==> config.mk <==
export PLATFORM = sky130hd
export DESIGN_NAME = muldiv_sequencer
export DESIGN_NICKNAME = d
export VERILOG_FILES = /design/src/rtl/muldiv_pkg.sv /design/src/rtl/muldiv_sequencer.sv
export SDC_FILE = /design/constraint.sdc
export NUM_CORES = 1
export LEC_CHECK = 0
export CORE_ASPECT_RATIO = 1.75
export CORE_MARGIN = 2
export CORE_UTILIZATION = 45
export CTS_CLUSTER_SIZE = 16
export DETAILED_ROUTE_END_ITERATION = 10
export SLEW_MARGIN = 10
export SYNTH_ARGS = -nofsm -noshare
export SYNTH_HDL_FRONTEND = slang
export SYNTH_SLANG_ARGS = --single-unit
==> constraint.sdc <==
create_clock -name clk -period 6.5 [get_ports clk]
set_clock_uncertainty 0.15 [all_clocks]
set_input_delay 1.625 -clock clk [delete_from_list [all_inputs] [get_ports clk]]
set_output_delay 1.625 -clock clk [all_outputs]
set_load 0.03 [all_outputs]
==> src/rtl/muldiv_pkg.sv <==
// Shared types and constants for the RV32M multiply/divide sequencer.
// negate() works on a wide vector; callers cast the result down to their own width.
package muldiv_pkg;

   typedef enum logic [1:0] {
      IDLE = 2'd0,
      CALC = 2'd1,
      FIX  = 2'd2,
      DONE = 2'd3
   } state_t;

   localparam logic [2:0] F3_MUL    = 3'b000;
   localparam logic [2:0] F3_MULH   = 3'b001;
   localparam logic [2:0] F3_MULHSU = 3'b010;
   localparam logic [2:0] F3_MULHU  = 3'b011;
   localparam logic [2:0] F3_DIV    = 3'b100;
   localparam logic [2:0] F3_DIVU   = 3'b101;
   localparam logic [2:0] F3_REM    = 3'b110;
   localparam logic [2:0] F3_REMU   = 3'b111;

   localparam logic [6:0] FUNCT7_MULDIV = 7'b0000001;

   // Wide enough for a 2*WIDTH product with WIDTH up to 64.
   localparam int NEG_W = 128;

   function automatic logic [NEG_W-1:0] negate(input logic [NEG_W-1:0] x);
      return ~x + NEG_W'(1);
   endfunction

endpackage

==> src/rtl/muldiv_sequencer.sv <==
// Iterative RV32M multiply/divide unit: one shift-add or restoring-divide step per cycle,
// with sign handling around an unsigned magnitude datapath.
module muldiv_sequencer
   import muldiv_pkg::*;
#(
   parameter int WIDTH = 32
) (
   input  logic             clk,
   input  logic             reset,
   input  logic             start,
   input  logic [2:0]       funct3,
   input  logic [WIDTH-1:0] op_a,
   input  logic [WIDTH-1:0] op_b,
   input  logic             flush,
   output logic             busy,
   output logic             stall,
   output logic             done,
   output logic [WIDTH-1:0] result
);

   localparam int CW = $clog2(WIDTH + 1);

   state_t               state, state_nx;
   logic [CW-1:0]        cnt;
   logic [2:0]           f3_q;
   logic [WIDTH-1:0]     b_mag;
   logic [2*WIDTH-1:0]   acc;
   logic                 neg_res, neg_rem;
   logic                 done_q;
   logic [WIDTH-1:0]     result_q;

   logic                 a_neg, b_neg, div_zero, div_ovf, special, accept;
   logic [WIDTH-1:0]     a_mag_in, b_mag_in, special_res, fix_res;
   logic [2*WIDTH-1:0]   prod, acc_step;
   logic [WIDTH:0]       mul_sum, div_diff;

   // Handshake: start is taken only in IDLE with flush low; stall holds the pipeline from
   // the accept cycle until the cycle before done; done pulses once with result valid.
   assign accept = (state == IDLE) && start && !flush;

   always_comb begin
      a_neg    = op_a[WIDTH-1] &&
                 (funct3 inside {F3_MUL, F3_MULH, F3_MULHSU, F3_DIV, F3_REM});
      b_neg    = op_b[WIDTH-1] && (funct3 inside {F3_MUL, F3_MULH, F3_DIV, F3_REM});
      a_mag_in = a_neg ? WIDTH'(negate(NEG_W'(op_a))) : op_a;
      b_mag_in = b_neg ? WIDTH'(negate(NEG_W'(op_b))) : op_b;
      div_zero = funct3[2] && (op_b == '0);
      div_ovf  = (funct3 == F3_DIV || funct3 == F3_REM) &&
                 (op_a == {1'b1, {(WIDTH-1){1'b0}}}) && (op_b == '1);
      special  = div_zero || div_ovf;
      // REM variants have funct3[1] set.
      if (div_zero) special_res = funct3[1] ? op_a : '1;
      else          special_res = funct3[1] ? '0 : op_a;
   end

   // acc holds {partial product, multiplier} or {remainder, dividend/quotient}.
   always_comb begin
      mul_sum  = {1'b0, acc[2*WIDTH-1:WIDTH]} + (acc[0] ? {1'b0, b_mag} : '0);
      div_diff = {acc[2*WIDTH-1:WIDTH], acc[WIDTH-1]} - {1'b0, b_mag};
      if (!f3_q[2])        acc_step = {mul_sum, acc[WIDTH-1:1]};
      else if (!div_diff[WIDTH])
                           acc_step = {div_diff[WIDTH-1:0], acc[WIDTH-2:0], 1'b1};
      else                 acc_step = {acc[2*WIDTH-2:0], 1'b0};
   end

   always_comb begin
      prod = neg_res ? (2*WIDTH)'(negate(NEG_W'(acc))) : acc;
      case (f3_q)
         F3_MUL:           fix_res = prod[WIDTH-1:0];
         F3_MULH, F3_MULHSU, F3_MULHU:
                           fix_res = prod[2*WIDTH-1:WIDTH];
         F3_DIV, F3_DIVU:  fix_res = neg_res ? WIDTH'(negate(NEG_W'(acc[WIDTH-1:0])))
                                             : acc[WIDTH-1:0];
         default:          fix_res = neg_rem ? WIDTH'(negate(NEG_W'(acc[2*WIDTH-1:WIDTH])))
                                             : acc[2*WIDTH-1:WIDTH];
      endcase
   end

   always_comb begin
      state_nx = state;
      if (flush) state_nx = IDLE;
      else begin
         case (state)
            IDLE: if (start) state_nx = special ? DONE : CALC;
            CALC: if (cnt == CW'(1)) state_nx = FIX;
            FIX:  state_nx = DONE;
            DONE: state_nx = IDLE;
            default: state_nx = IDLE;
         endcase
      end
   end

   always_ff @(posedge clk or posedge reset) begin
      if (reset) begin
         state    <= IDLE;
         cnt      <= '0;
         f3_q     <= '0;
         b_mag    <= '0;
         acc      <= '0;
         neg_res  <= 1'b0;
         neg_rem  <= 1'b0;
         done_q   <= 1'b0;
         result_q <= '0;
      end else begin
         state  <= state_nx;
         done_q <= (state_nx == DONE);
         if (accept) begin
            f3_q    <= funct3;
            b_mag   <= b_mag_in;
            acc     <= {{WIDTH{1'b0}}, a_mag_in};
            neg_res <= a_neg ^ b_neg;
            neg_rem <= a_neg;
            cnt     <= CW'(WIDTH);
            if (special) result_q <= special_res;
         end else if (state == CALC && !flush) begin
            cnt <= cnt - CW'(1);
            acc <= acc_step;
         end else if (state == FIX && !flush) begin
            result_q <= fix_res;
         end
      end
   end

   assign busy   = (state != IDLE);
   assign stall  = accept || (state == CALC) || (state == FIX);
   assign done   = done_q;
   assign result = result_q;

endmodule
Word-level counts from Yosys, hierarchy flattened
Index checks and enable logic that the tools add are counted.
{"block": "op_classes", "n_addsub": 8, "n_bitwise": 6, "reduce_logical": 26, "muxes": 25, "eq_ne": 18}
{"op": "$mux W32", "count": 12}
{"op": "$mux W64", "count": 5}
{"op": "$add A32 B1 Y32 const B", "count": 4}
{"op": "$not A32 Y32", "count": 4}
{"op": "$pmux W32 S3", "count": 1}
{"op": "$add A64 B1 Y64 const B", "count": 1}
{"op": "$eq A32 B32 Y1 const B", "count": 2}
{"op": "$not A64 Y64", "count": 1}
{"op": "$add A32 B32 Y33", "count": 1}
{"op": "$sub A33 B32 Y33", "count": 1}
{"op": "$logic_not A32 Y1", "count": 1}
{"op": "$eq A3 B3 Y1 const B", "count": 4}
{"op": "$mux W6", "count": 2}
{"op": "$eq A3 B2 Y1 const B", "count": 3}
{"op": "$logic_and A1 B1 Y1", "count": 9}
{"op": "$mux W2", "count": 4}
{"op": "$pmux W2 S4", "count": 1}
{"op": "$eq A2 B2 Y1 const B", "count": 3}
{"op": "$eq A3 B1 Y1 const B", "count": 2}
{"op": "$eq A6 B1 Y1 const B", "count": 1}
{"op": "$logic_not A3 Y1", "count": 2}
{"op": "$reduce_bool A2 Y1", "count": 3}
{"op": "$sub A6 B1 Y6 const B", "count": 1}
{"op": "$reduce_bool A5 Y1", "count": 1}
{"op": "10 further kinds", "count": 14}
{"block": "totals", "inputBits": 71, "wordCells": 92, "regBits": 142, "output_inout_bits": 35}

Depth between registers and ports, before layout
Gate-level depths: netlist (run 1).
{"block": "depth", "word_depth": 10, "ltp_mapped": 16, "mapped_depth_nobuf": 14}

Worst setup path after synthesis (run 1)
No wires, ideal clock.
{"block": "synth_path", "path_kind": "input to register", "startpoint": "in op_b[0]", "endpoint": "reg result_q[31] (netlist: result[31])", "setup_time_ps": 92, "path_buffers": 3, "stages": 14, "arrival_time_ps": 4894, "required_time_ps": 6258, "path_slack_ps": 1364, "path_cell_list": "inv_1 -> ha_1 -> or3b_1 -> or3_4 -> or3b_4 -> or4_4 -> nor4_4 -> and4b_1 -> buf_4 -> o21ai_2 -> a211o_1 -> buf_2 -> buf_6 -> o31ai_2"}
{"block": "synth_via", "elab_chain_cells": 5, "elab_cells_between_ends": 10, "classes_between": "eq/ne: 2; mux: 3; reduce/logical: 5"}
{"item": "from (decl)", "line_no": "muldiv_sequencer.sv:13", "text": "input logic [WIDTH-1:0] op_b,"}
{"item": "$eq A32 B32 Y1 or $logic_not A32 Y1 (tied branches)", "line_no": "muldiv_sequencer.sv:49, muldiv_sequencer.sv:47"}
{"item": "$logic_and A1 B1 Y1, on equally long branches", "line_no": "muldiv_sequencer.sv:49, muldiv_sequencer.sv:47"}
{"item": "$logic_or A1 B1 Y1 or $mux W32 (tied branches)", "line_no": "muldiv_sequencer.sv:50, muldiv_sequencer.sv:52"}
{"item": "$ne A2 B2 Y1 (no source line) or $mux W32 (tied branches)"}
{"item": "$reduce_and A3 Y1 (no source line) or $mux W32 (tied branches)"}
{"item": "to (signal assigned)", "line_no": "muldiv_sequencer.sv:114", "text": "if (special) result_q <= special_res;"}
{"item": "to (signal assigned)", "line_no": "muldiv_sequencer.sv:119", "text": "result_q <= fix_res;"}
{"item": "to (decl)", "line_no": "muldiv_sequencer.sv:30", "text": "logic [WIDTH-1:0] result_q;"}
Several ways; a longest one is shown, not always the timed one. The select of a mux whose other input is x is not followed.
A chain may end at the register's enable or synchronous reset.

Final worst setup path (run 1)
{"block": "layout_path", "startpoint": "in op_b[1]", "endpoint": "reg result_q[26] (netlist: result[26])"}
Same word-level chain as after synthesis.

==> flow_metrics.py, run 1 <==
metrics = {
    "synth": {
        "synth_edf_count": 0,
        "avgSynthCellArea_um2": 7.67,
        "synth_top_cells_by_area": "dfrtp_1 25%, o21ai_0 7.2%, xor2_1 6.8%",
        "synthCells": 1850,
        "yosysUniqueCellTypes": 81,
        "yosysSeqAreaShare_pct": 25.0,
        "netlist.area_leader.share_pct": 25.0,
        "ys_top_cells_by_count": "230 x nand2_1, 205 x o21ai_0, 142 x dfrtp_1, 134 x nor2_1, 110 x xor2_1",
        "syn_area_mm2": 0.0142,
        "syn_nets": 1994,
        "yosysMostFrequentCell": "nand2_1",
        "synth_ff_type": "dfrtp_1",
        "synth_top_cell_by_area": "dfrtp_1",
        "synth-seq-cells": 142,
        "async_flop_share_pct": 100,
        "yosysWarnings": 0,
    },
    "clocking": {
        "tritoncts": "built",
        "h-tree-depth": 4,
        "clk_transition_reported_paths_ns": 0.07,
        "post_cts_buffers": 0,
        "cts.repair.resized": 0,
        "clockBufferDepth": 2,
        "clock_latency_ns": 0.46,
        "clock_sinks": 142,
        "hold_buffers": 0,
        "root_buffer": "clkbuf_16",
        "cts_made_buffers": 17,
    },
    "setup_path": {
        "reg2reg_to": "result[1]",
        "worstSetupStartpointType": "primary input",
        "critPathKind": "in2reg",
        "cp-startpoint": "op_b[1]",
        "reg2reg_slack_ns": 1.62,
        "r2r-start": "acc[8]",
        "r2r_cells": 10,
        "crit_end": "result[26]",
        "worstPathArrival_ns": 5.96,
        "critPathMaxFanout": 33,
        "end_kind": "flop",
        "crit_required_ns": 6.73,
    },
    "run_status": {
        "status": "completed",
    },
    "power": {
        "power_frac_comb_pct": 59.2,
        "pwr-share-clk_pct": 15.4,
        "p_leak_nw": 6.68,
        "seq_power_share_pct": 25.4,
        "power_switching_mw": 3.31,
        "switching_share_pct": 50.0,
        "p_int_mw": 3.31,
        "power_density_mw_per_mm2": 413,
        "ir_worst_vdd_uv": 205,
    },
    "route": {
        "vias": 14300,
        "via_per_inst": 6.29,
        "post_drt_wl_per_cell_um": 22.7,
        "ant_nets": 0,
        "drt-initial-drc-count": 984,
        "drc": 0,
        "routed_wl_um": 51800,
        "first_pass_iters": 7,
    },
    "grt": {
        "antenna_found_initial": 0,
        "met3_usage_pct": 3.49,
        "grt_pass1_vias": 14100,
        "use_met2_pct": 56.1,
        "grt_remaining_overflow": 0,
        "gr-usage-met1_pct": 32.0,
        "grt_pass1_wl_um": 80000,
        "track_usage_pct": 31.0,
        "busiest_layer": "met2",
        "grt_max_degree": 99,
    },
    "floorplan": {
        "fp.dieH_um": 239,
        "die_x_um": 138,
        "initial_core_util_pct": 45.3,
        "row_count": 86,
        "die-area_mm2": 0.0330,
        "core_area_mm2": 0.0313,
        "io_pins": 106,
    },
    "finish": {
        "diodes": 0,
        "drive_gt1_share_pct": 4.57,
        "finalNetCount": 2014,
        "area_growth_syn_to_layout_pct": 13.1,
        "final_cells": 2279,
    },
    "place": {
        "post-dp-hpwl_um": 39300,
        "placedCellCount": 2247,
        "gp_congestion": 0.909,
        "io_buffers": 105,
    },
    "timing": {
        "finalCritPeriodShare_pct": 88.2,
        "max_slew.worst_pin.slew_ns": 1.16,
        "setup_viol": 0,
        "fmax_mhz": 174,
        "slew_headroom_pct": 22.5,
        "finalMaxSlewViolations": 0,
        "fin_setup_tns_ns": 0,
        "finalCriticalPeriod_ns": 5.74,
        "hold_viol": 0,
        "rsz0062_at_grt": "false",
    },
    "flow_run": {
        "maxCapViolations": 0,
    },
    "min_path": {
        "holdPathStages": 2,
        "hold_path_class": "reg2reg",
    },
}
## worst min-delay path by stage
stage                    from   endpoint  slack (ns)
finish              b_mag[17]  b_mag[17]        0.33
global route        b_mag[20]  b_mag[20]        0.35
CTS                 b_mag[19]  b_mag[19]        0.33
detailed placement  b_mag[19]  b_mag[19]        0.32
global placement    b_mag[18]  b_mag[18]        0.31
floorplan           b_mag[10]  b_mag[10]        0.30
## registers in the layout, indices dropped and copies added (netlist names)
register / cells
state: 2
f3_q: 3
neg_res: 1
cnt: 6
neg_rem: 1
b_mag: 32
acc: 64
result: 32
done: 1
## cells in the final DEF, fill, tap and decap left out, types with 14 or more instances in the layout
master / n
o211ai_1: 38
buf_4: 22
clkdlybuf4s50_1: 105
nand3_1: 27
o31ai_1: 36
a21o_1: 29
inv_1: 72
nor2_1: 132
a31oi_1: 16
maj3_1: 28
or4_1: 22
a211oi_1: 14
o41ai_1: 18
nor3_1: 26
dfrtp_1: 141
nand4_1: 21
o21ai_0: 205
o22ai_1: 23
a21oi_1: 108
or3_1: 15
xor2_1: 110
nand2_1: 230
clkbuf_16: 17
xnor2_1: 78
mux2i_1: 58
ha_1: 71
## power groups by stage
stage          clock network [mW]  registers [mW]  logic (mW)
6_report                     1.02            1.68        3.92
5_1_grt                      1.07            1.72        4.30
4_1_cts                      1.04            1.67        3.88
3_5_place_dp                    0            1.68        3.86
3_3_place_gp                    0            1.67        3.82
2_1_floorplan                   0            1.49        2.85
## critical path, cell delays in order
cell and delay (ns):
clkdlybuf4s50_1 0.50, inv_1 0.09, ha_1 0.16, or3b_1 0.38
or3_4 0.38, or3b_4 0.42, or4_4 0.53, nor4_4 0.31
and4b_1 0.37, o21ai_2 0.10, a211o_2 0.57, buf_12 0.26
o31ai_2 0.24
## cell type report
| cell class | count | area, um2 |
|---|---|---|
| fill | 3120 | 15300 |
| clock inverter | 12 | 136 |
| inverter | 74 | 283 |
| multi-input combinational | 1507 | 9890 |
| tap | 396 | 495 |
| timing repair buffer | 128 | 1240 |
| sequential | 142 | 3550 |
| clock buffer | 20 | 457 |
## cell families after synthesis
group	Yosys count	share of synthesized area (%)
AND/OR/NAND/NOR	557	18.4
XOR/XNOR	188	11.6
flip-flops	142	25.0
adder cells (fa/ha/maj)	101	8.51
multiplexers	59	4.17
buffers and inverters	201	5.47
AO/OA/AOI/OAI	602	26.8
## per-layer routing
layer / part of all wire [%] / up-vias
li1: - / 6764
met1: 36 / 6831
met2: 51 / 529
met3: 4.2 / 210
met4: 8.8 / 0
met5: 0 / -
## metrics by stage
stage | utilization (%) | total power, mW | hold slack [ns] | cell area (um2) | setup WS, ns
floorplan | - | 4.34 | 0.300 | 14200 | 0.915
global placement | 49.4 | 5.50 | 0.311 | 15500 | 0.416
detailed placement | 49.4 | 5.54 | 0.320 | 15500 | 0.324
CTS | 51.3 | 6.58 | 0.333 | 16100 | 0.803
global route | 51.3 | 7.08 | 0.354 | 16100 | 0.586
finish | 51.3 | 6.62 | 0.328 | 16100 | 0.764
Note: power is estimated with default switching activity, not from simulation.
==> inputs of run 2 (changes only) <==
--- a/config.mk
+++ b/config.mk
@@ -10,6 +10,7 @@
 export CORE_UTILIZATION = 45
 export CTS_CLUSTER_SIZE = 16
 export DETAILED_ROUTE_END_ITERATION = 10
+export PLACE_DENSITY = 0.62
 export SLEW_MARGIN = 10
 export SYNTH_ARGS = -nofsm -noshare
 export SYNTH_HDL_FRONTEND = slang
==> flow_metrics.py, run 2 (same netlist as run 1, synthesis figures left out) <==
metrics = {
    "floorplan": {
        "row_count": 86,
        "core_area_mm2": 0.0313,
        "fp.dieH_um": 239,
        "io_pins": 106,
        "initial_core_util_pct": 45.3,
        "die_x_um": 138,
        "die-area_mm2": 0.0330,
    },
    "timing": {
        "finalCritPeriodShare_pct": 87.5,
        "slew_headroom_pct": 22.6,
        "hold_viol": 0,
        "fin_setup_tns_ns": 0,
        "rsz0062_at_grt": "false",
        "finalMaxSlewViolations": 0,
        "setup_viol": 0,
        "max_slew.worst_pin.slew_ns": 1.15,
        "fmax_mhz": 176,
        "finalCriticalPeriod_ns": 5.68,
    },
    "finish": {
        "final_core_util_pct": 51.2,
        "diodes": 0,
        "drive_gt1_share_pct": 4.45,
        "largest_reg_flops": 64,
        "final_cell_mix": "230 x nand2_1, 205 x o21ai_0, 141 x dfrtp_1",
        "fill_cells": 3144,
        "final_cells": 2282,
        "layout_commonest_cell": "nand2_1",
        "top_register": "acc",
        "area_growth_syn_to_layout_pct": 12.9,
        "finalNetCount": 2017,
    },
    "clocking": {
        "post_cts_buffers": 0,
        "h-tree-depth": 4,
        "tritoncts": "built",
        "cts.repair.resized": 0,
        "clk_transition_reported_paths_ns": 0.06,
        "cts_made_buffers": 17,
        "clock_sinks": 142,
        "clock_latency_ns": 0.46,
        "root_buffer": "clkbuf_16",
        "clockBufferDepth": 2,
        "hold_buffers": 0,
    },
    "place": {
        "placedCellCount": 2250,
        "gp_congestion": 0.934,
        "post-dp-hpwl_um": 38600,
        "io_buffers": 105,
    },
    "grt": {
        "grt_max_degree": 90,
        "grt_remaining_overflow": 0,
        "track_usage_pct": 30.4,
        "grt_pass1_wl_um": 79000,
        "grt_pass1_vias": 14200,
        "antenna_found_initial": 0,
    },
    "route": {
        "drt-initial-drc-count": 1129,
        "first_pass_iters": 6,
        "routed_wl_um": 50400,
        "post_drt_wl_per_cell_um": 22.1,
        "drc": 0,
        "ant_nets": 0,
        "vias": 14400,
        "via_per_inst": 6.31,
    },
    "power": {
        "ir_worst_vdd_uv": 183,
        "p_leak_nw": 6.68,
        "power_density_mw_per_mm2": 407,
    },
    "setup_path": {
        "path_cells": "clkdlybuf4s50_1 -> inv_1 -> ha_1 -> or3b_1 -> or3_4 -> or3b_4 -> or4_4 -> nor4_4 -> and4b_1 -> o21ai_2 -> a211o_2 -> buf_12 -> o31ai_2",
        "worstSetupStartpointType": "primary input",
        "critPathMaxFanout": 39,
        "worstPathArrival_ns": 5.90,
        "end_kind": "flop",
        "cp_slowest_cell": "or4_4",
        "critPathKind": "in2reg",
        "cp_slowest_stage_delay_ns": 0.54,
        "crit_required_ns": 6.71,
    },
    "min_path": {
        "hold_path_class": "reg2reg",
    },
    "flow_run": {
        "maxCapViolations": 0,
    },
    "run_status": {
        "status": "completed",
    },
}
[run 2: cell count changes in the layout (fill, tap and decap cells not counted), sizes merged]
cell / previous run / this run
clkbuf: 20 / 25
buf: 23 / 26
inv: 76 / 73
clkinvlp: 3 / 1
bufinv: 2 / 1
clkinv: 5 / 6
[run 2: per-layer routing]
metal	track usage (%)	vias to the layer above	wire length, um
li1	-	6758	-
met1	31.3	6925	18300
met2	56.1	527	26300
met3	4.11	185	2010
met4	22.2	0	3820
met5	0	-	0
[run 2: final timing paths]
check / from / endpoint / slack, ns / cells after the start
min in group asynchronous: reset / acc[22] / 1.40 / 2
min reg2reg: b_mag[20] / b_mag[20] / 0.33 / 2
max reg2reg: acc[31] / acc[61] / 1.91 / 12
max: op_b[1] / result[8] / 0.82 / 13
min: b_mag[20] / b_mag[20] / 0.33 / 2
max in group asynchronous: reset / b_mag[7] / 3.70 / 3
[run 2: where the power goes]
part	internal [mW]	switching, mW
logic	1.58	2.32
registers	1.14	0.527
clock network	0.552	0.392
[run 2: metrics by stage]
stage	power (mW)	setup WS, ns	hold slack [ns]	area [um2]
floorplan	4.34	0.915	0.300	14200
detailed placement	5.52	0.368	0.321	15500
global route	6.99	0.638	0.357	16000
global placement	5.46	0.431	0.312	15500
finish	6.52	0.815	0.327	16000
CTS	6.47	0.842	0.334	16000
[run 2: layout make-up]
| type | count | area, um2 | area share [%] |
|---|---|---|---|
| Clock inverter | 7 | 62.6 | 0.390 |
| Inverter | 74 | 283 | 1.76 |
| Timing Repair Buffer | 131 | 1260 | 7.85 |
| Clock buffer | 25 | 485 | 3.03 |
| Tap cell | 396 | 495 | 3.09 |
| Multi-Input combinational cell | 1507 | 9890 | 61.7 |
| Sequential cell | 142 | 3550 | 22.2 |
[run 2: worst max-delay path, delay by kind of cell]
family,cells,cell delay (ns)
simple gates,6,2.38
buf+inv,3,0.84
fa+ha+maj,1,0.17
compound gates,3,0.88
